[src/rtl/ws2812b_pkg.sv]
// Shared constants and types for the WS2812B stream receiver.
// Timing values are in clock cycles at the nominal 64 MHz system clock.
package ws2812b_pkg;

  // Nominal bit-cell timing emitted by our driver
  localparam int T0H = 26;
  localparam int T1H = 51;
  localparam int T0L = 54;
  localparam int T1L = 29;

  // Decoder thresholds
  localparam int T1_MIN       = 38;
  localparam int HIGH_MAX     = 128;
  localparam int RESET_CYCLES = 3200;
  localparam int CNT_W        = 12;

  // One GRB pixel
  localparam int PIXEL_W = 24;

  typedef enum logic [1:0] {
    S_RESYNC,
    S_IDLE,
    S_HIGH,
    S_LOW
  } rx_state_t;

endpackage

[src/rtl/ws2812b_rx_sync.sv]
// Input conditioning for the asynchronous serial line: two-flop synchroniser
// followed by one delay flop so that single-cycle edge strobes can be formed.
module ws2812b_rx_sync (
  input  logic clk,
  input  logic reset,
  input  logic din,
  output logic level,
  output logic rise,
  output logic fall
);

  logic s1;
  logic s2;
  logic s3;

  // Synchroniser chain plus delayed copy for edge detection
  always_ff @(posedge clk) begin
    if (reset) begin
      s1 <= 1'b0;
      s2 <= 1'b0;
      s3 <= 1'b0;
    end else begin
      s1 <= din;
      s2 <= s1;
      s3 <= s2;
    end
  end

  assign level = s2;
  assign rise  = s2 & ~s3;
  assign fall  = ~s2 & s3;

endmodule

[src/rtl/ws2812b_rx.sv]
// WS2812B single-wire receiver: measures high-pulse widths to recover 24-bit
// GRB pixels, detects the low reset/latch gap and counts pixels per frame.
// Optional build macro WS2812B_RX_FWD_EN enables forwarding of pixels 2..N
// of each frame on dout; without it dout is tied low.
module ws2812b_rx #(
  parameter int T1_MIN       = ws2812b_pkg::T1_MIN,
  parameter int HIGH_MAX     = ws2812b_pkg::HIGH_MAX,
  parameter int RESET_CYCLES = ws2812b_pkg::RESET_CYCLES,
  parameter int CNT_W        = ws2812b_pkg::CNT_W
) (
  input  logic                            clk,
  input  logic                            reset,
  input  logic                            din,
  input  logic                            err_clr,
  output logic [ws2812b_pkg::PIXEL_W-1:0] data,
  output logic                            data_valid,
  output logic                            latch,
  output logic [7:0]                      pixel_count,
  output logic                            error,
  output logic                            dout
);

  import ws2812b_pkg::*;

  logic level;
  logic rise;
  logic fall;

  rx_state_t          state_q, state_d;
  logic [CNT_W-1:0]   cnt_q, cnt_d, cnt_inc;
  logic [4:0]         bitcnt_q, bitcnt_d;
  logic [PIXEL_W-2:0] shreg_q, shreg_d;
  logic [PIXEL_W-1:0] shifted;
  logic [PIXEL_W-1:0] data_d;
  logic               dv_d;
  logic               latch_d;
  logic [7:0]         pcount_d;
  logic               err_set;
  logic               error_d;

  ws2812b_rx_sync u_sync (
    .clk   (clk),
    .reset (reset),
    .din   (din),
    .level (level),
    .rise  (rise),
    .fall  (fall)
  );

  // Register the decoder state and all registered outputs
  always_ff @(posedge clk) begin
    if (reset) begin
      state_q     <= S_RESYNC;
      cnt_q       <= '0;
      bitcnt_q    <= '0;
      shreg_q     <= '0;
      data        <= '0;
      data_valid  <= 1'b0;
      latch       <= 1'b0;
      pixel_count <= '0;
      error       <= 1'b0;
    end else begin
      state_q     <= state_d;
      cnt_q       <= cnt_d;
      bitcnt_q    <= bitcnt_d;
      shreg_q     <= shreg_d;
      data        <= data_d;
      data_valid  <= dv_d;
      latch       <= latch_d;
      pixel_count <= pcount_d;
      error       <= error_d;
    end
  end

  // Next-state decode: pulse measurement, bit assembly, gap and error detection
  always_comb begin
    state_d  = state_q;
    cnt_d    = cnt_q;
    bitcnt_d = bitcnt_q;
    shreg_d  = shreg_q;
    data_d   = data;
    dv_d     = 1'b0;
    latch_d  = 1'b0;
    pcount_d = pixel_count;
    err_set  = 1'b0;
    cnt_inc  = (cnt_q == '1) ? cnt_q : cnt_q + CNT_W'(1);
    shifted  = {shreg_q, (cnt_q >= CNT_W'(T1_MIN))};

    case (state_q)
      S_RESYNC: begin
        if (level) begin
          cnt_d = '0;
        end else if (cnt_inc == CNT_W'(RESET_CYCLES)) begin
          state_d = S_IDLE;
          cnt_d   = '0;
        end else begin
          cnt_d = cnt_inc;
        end
      end
      S_IDLE: begin
        if (rise) begin
          state_d  = S_HIGH;
          cnt_d    = CNT_W'(1);
          pcount_d = '0;
        end
      end
      S_HIGH: begin
        if (fall) begin
          shreg_d = shifted[PIXEL_W-2:0];
          state_d = S_LOW;
          cnt_d   = CNT_W'(1);
          if (bitcnt_q == 5'(PIXEL_W - 1)) begin
            data_d   = shifted;
            dv_d     = 1'b1;
            bitcnt_d = '0;
            pcount_d = (pixel_count == 8'hFF) ? pixel_count : pixel_count + 8'd1;
          end else begin
            bitcnt_d = bitcnt_q + 5'd1;
          end
        end else if (cnt_inc > CNT_W'(HIGH_MAX)) begin
          err_set  = 1'b1;
          state_d  = S_RESYNC;
          cnt_d    = '0;
          bitcnt_d = '0;
        end else begin
          cnt_d = cnt_inc;
        end
      end
      S_LOW: begin
        if (rise) begin
          state_d = S_HIGH;
          cnt_d   = CNT_W'(1);
        end else if (cnt_inc == CNT_W'(RESET_CYCLES)) begin
          latch_d  = 1'b1;
          state_d  = S_IDLE;
          cnt_d    = '0;
          err_set  = (bitcnt_q != '0);
          bitcnt_d = '0;
        end else begin
          cnt_d = cnt_inc;
        end
      end
      default: state_d = S_RESYNC;
    endcase

    if (err_set) begin
      error_d = 1'b1;
    end else if (err_clr) begin
      error_d = 1'b0;
    end else begin
      error_d = error;
    end
  end

`ifdef WS2812B_RX_FWD_EN
  logic fwd_active;

  // Forward window opens at the first pixel of a frame, closes on latch or resync
  always_ff @(posedge clk) begin
    if (reset) begin
      fwd_active <= 1'b0;
    end else if (latch_d || (state_d == S_RESYNC)) begin
      fwd_active <= 1'b0;
    end else if (dv_d) begin
      fwd_active <= 1'b1;
    end
  end

  assign dout = level & fwd_active;
`else
  assign dout = 1'b0;
`endif

endmodule
[config.mk]
export PLATFORM = sky130hd
export DESIGN_NAME = ws2812b_rx
export DESIGN_NICKNAME = d
export VERILOG_FILES = /design/src/rtl/ws2812b_pkg.sv /design/src/rtl/ws2812b_rx_sync.sv /design/src/rtl/ws2812b_rx.sv
export SDC_FILE = /design/constraint.sdc
export NUM_CORES = 1
export LEC_CHECK = 0
export BUFFER_PORTS_ARGS = -buffer_cell sky130_fd_sc_hd__buf_2
export CAP_MARGIN = 30
export CORE_ASPECT_RATIO = 0.9
export CORE_MARGIN = 10
export CORE_UTILIZATION = 45
export CTS_BUF_LIST = sky130_fd_sc_hd__clkbuf_16
export DETAILED_ROUTE_END_ITERATION = 16
export SKIP_CTS_REPAIR_TIMING = 1
export SLEW_MARGIN = 5
export SYNTH_ARGS = -nofsm -noshare
export SYNTH_HDL_FRONTEND = slang
export SYNTH_SLANG_ARGS = --single-unit
[constraint.sdc]
create_clock -name clk -period 4.2 [get_ports clk]
set_clock_uncertainty 0.15 [all_clocks]
set_input_delay 0.21 -clock clk [delete_from_list [all_inputs] [get_ports clk]]
set_output_delay 0.21 -clock clk [all_outputs]
set_load 0.05 [all_outputs]
==> impl_metrics.py <==
metrics = {
    "run_status": {
        "status": "completed",
    },
    "synthesis": {
        "yosys.area.top_type": "dfxtp_1",
        "synth_area_um2": 3750,
        "synth_edf_count": 0,
        "async_flop_share_pct": 0,
        "synth-seq-cells": 80,
        "yosys_warnings": 0,
        "synthFlopType": "dfxtp_1",
        "synthTopCellsByArea": "dfxtp_1 43%, nand2_1 12%, a21oi_1 8.1%",
        "synth_nets": 475,
        "ys_seq_area_share_pct": 42.7,
        "netlist_instances": 466,
        "yosysUniqueCellTypes": 69,
        "yosys.area.top_type_share_pct": 42.7,
        "syn_avg_cell_area_um2": 8.06,
    },
    "layout": {
        "n_antenna_cell": 0,
        "drive_above_1_share_pct": 16.3,
        "final_common_cell": "nand2_1",
        "nets": 496,
        "final_cell_mix": "116 x nand2_1, 80 x dfxtp_1, 61 x a21oi_1",
        "fill_cells": 798,
        "areaGrowthSynthToFinish_pct": 12.4,
        "design_area_um2": 4220,
    },
    "place": {
        "placed_cell_area_um2": 3880,
        "io_buffers": 38,
        "dp_hpwl_um": 5450,
        "gp_congestion": 0.889,
    },
    "sta": {
        "tightest_slew_ns": 0.826,
        "finalHoldViolations": 0,
        "tns_ns": 0,
        "timing.final.crit_period_ns": 3.11,
        "rsz0062_at_grt": "false",
        "fin_crit_sh_pct": 74.1,
        "hold_ws_ns": 0.0446,
        "maxSlewViolCount": 0,
        "clock.fmax_mhz": 321,
        "finalSetupViolations": 0,
        "maxSlewHeadroom_pct": 44.9,
    },
    "clock_network": {
        "tritoncts": "yes",
        "cts_buffers": 9,
        "clk_pin_slew_ns": 0.06,
        "cts_buffer_depth": 2,
        "cts_sinks": 80,
        "cts_htree_levels": 3,
        "root_buffer": "clkbuf_16",
        "insertion_delay_ns": 0.33,
    },
    "setup_path": {
        "critPathBufInv": 0,
        "path_class": "flop to flop",
        "crit_arrival_ns": 3.19,
        "startpoint_type": "flop",
        "required_ns": 4.28,
        "end_kind": "flop",
        "critical-path-top-delay-family": "compound AO/OA/AOI/OAI gates",
        "crit_slowest_cell": "dfxtp_1",
        "crit_fanout": 12,
        "cp-startpoint": "cnt_q[0]$_SDFFE_PP0P_",
        "timing.rr.start": "cnt_q[0]$_SDFFE_PP0P_",
        "max_stage_delay_ns": 0.54,
        "path_cells": "ha_1 -> and3_1 -> nand4_1 -> mux2_2 -> and2_4 -> a31oi_2 -> o21ai_0 -> a221oi_1",
    },
    "detailed_routing": {
        "wl_per_cell_um": 13.8,
        "detail_route.first_pass.iterations": 5,
        "drt-total-wl_um": 8140,
        "ant_nets": 0,
        "avgViaCountPerCell": 5.38,
        "drc": 0,
        "vias": 3182,
        "first_iter_violations": 175,
    },
    "pwr": {
        "pwr-share-clk_pct": 49.2,
        "p_per_area_nw_per_um2": 379,
        "power.share.switching_pct": 22.4,
        "combPwrFrac_pct": 2.7,
        "intPower_w": 0.00124,
        "leakagePower_nw": 1.50,
        "seqPwrFrac_pct": 48.1,
        "ir_worst_vdd_mv": 0.175,
        "p_switching_w": 0.000358,
    },
    "die": {
        "io-pin-count": 40,
        "die-area_um2": 12400,
        "dieHeight_um": 107,
        "start_util_pct": 46.3,
        "die_w_um": 116,
        "coreArea_um2": 8110,
        "fp-row-count": 31,
    },
    "hold_path": {
        "worstHoldPathType": "input pin to flop",
        "min_from": "err_clr",
    },
    "grt": {
        "antenna_found_initial": 0,
        "grt_max_degree": 46,
        "grt_pass1_wl_um": 13800,
        "grt_usage_pct": 13.4,
        "gr-total-overflow": 0,
        "first_global_vias": 2902,
    },
    "job": {
        "drv_cap": 0,
    },
}
## flip-flops by register name, summed over array words and instances, names as in the netlist
signal        flops
u_sync.s3         1
shreg_q          23
latch             1
state_q           2
u_sync.level      1
data             24
data_valid        1
cnt_q            12
error             1
pixel_count       8
bitcnt_q          5
u_sync.s1         1
## worst paths after layout
| kind | to | slack, ns | cells past startpoint |
|---|---|---|---|
| setup / recovery | cnt_q[5]$_SDFFE_PP0P_ | 1.09 | 8 |
| setup reg to reg | cnt_q[5]$_SDFFE_PP0P_ | 1.09 | 8 |
| hold reg to reg | u_sync.level$_SDFF_PP0_ | 0.29 | 1 |
| hold / removal | error$_SDFFE_PP0P_ | 0.04 | 3 |
## power groups by stage
stage / Sequential, W / Combinational (W) / Clock [W]
2_1_floorplan: 0.000783 / 0.0000404 / 0
3_3_place_gp: 0.000786 / 0.0000412 / 0
3_5_place_dp: 0.000786 / 0.0000417 / 0
4_1_cts: 0.000769 / 0.0000418 / 0.000811
5_1_grt: 0.000770 / 0.0000477 / 0.000841
6_report: 0.000769 / 0.0000426 / 0.000788
## per-stage QoR
stage	util [%]	worst slack [ns]	total power, W	cells
finish	52.1	1.09	0.00160	591
CTS	51.6	1.13	0.00162	589
detailed placement	47.8	1.13	0.000828	573
global route	52.1	0.784	0.00166	591
floorplan	-	1.62	0.000823	466
global placement	47.8	1.22	0.000827	573
## kinds of logic after synthesis
family	count (synthesis)	share of synthesized area (%)
buf+inv	41	6.50
xor+xnor	10	2.33
flops	80	42.7
simple gates	219	27.9
fa+ha+maj	5	1.67
compound gates	106	17.7
other cells	1	0.0999
mux	4	1.13
## layer usage
metal | wire (um) | share of wire (%) | GRT usage, %
met4 | 104 | 1.3 | 4.55
met1 | 3880 | 48 | 17.4
met2 | 3740 | 46 | 20.5
met5 | 0 | 0 | 0
met3 | 416 | 5.1 | 4.07
## Yosys cell counts (6+ instances only)
cell and number:
a21oi_1 61, buf_4 6, buf_6 6, clkbuf_1 17, dfxtp_1 80, inv_1 8, nand2_1 116, nand3_1 9
nand4_1 9, nor2_1 37, nor2b_1 6, o21ai_0 6
## tightest hold or removal path: cells and delay by family
| family | cells | cell delay (ns) |
|---|---|---|
| buf+inv | 1 | 0.08 |
| compound gates | 2 | 0.18 |
## cell type report
cell class              count  area, um2  share of cell area, %
inverters                   8       30.0                  0.712
clock buffers               9        225                   5.34
multi-input cells         345       1910                   45.2
clock inverters             7       80.1                   1.90
repair buffers             43        250                   5.93
well taps                  99        124                   2.94
flip-flops and latches     80       1600                   37.9
No activity file was read; power rests on OpenSTA's default activity.
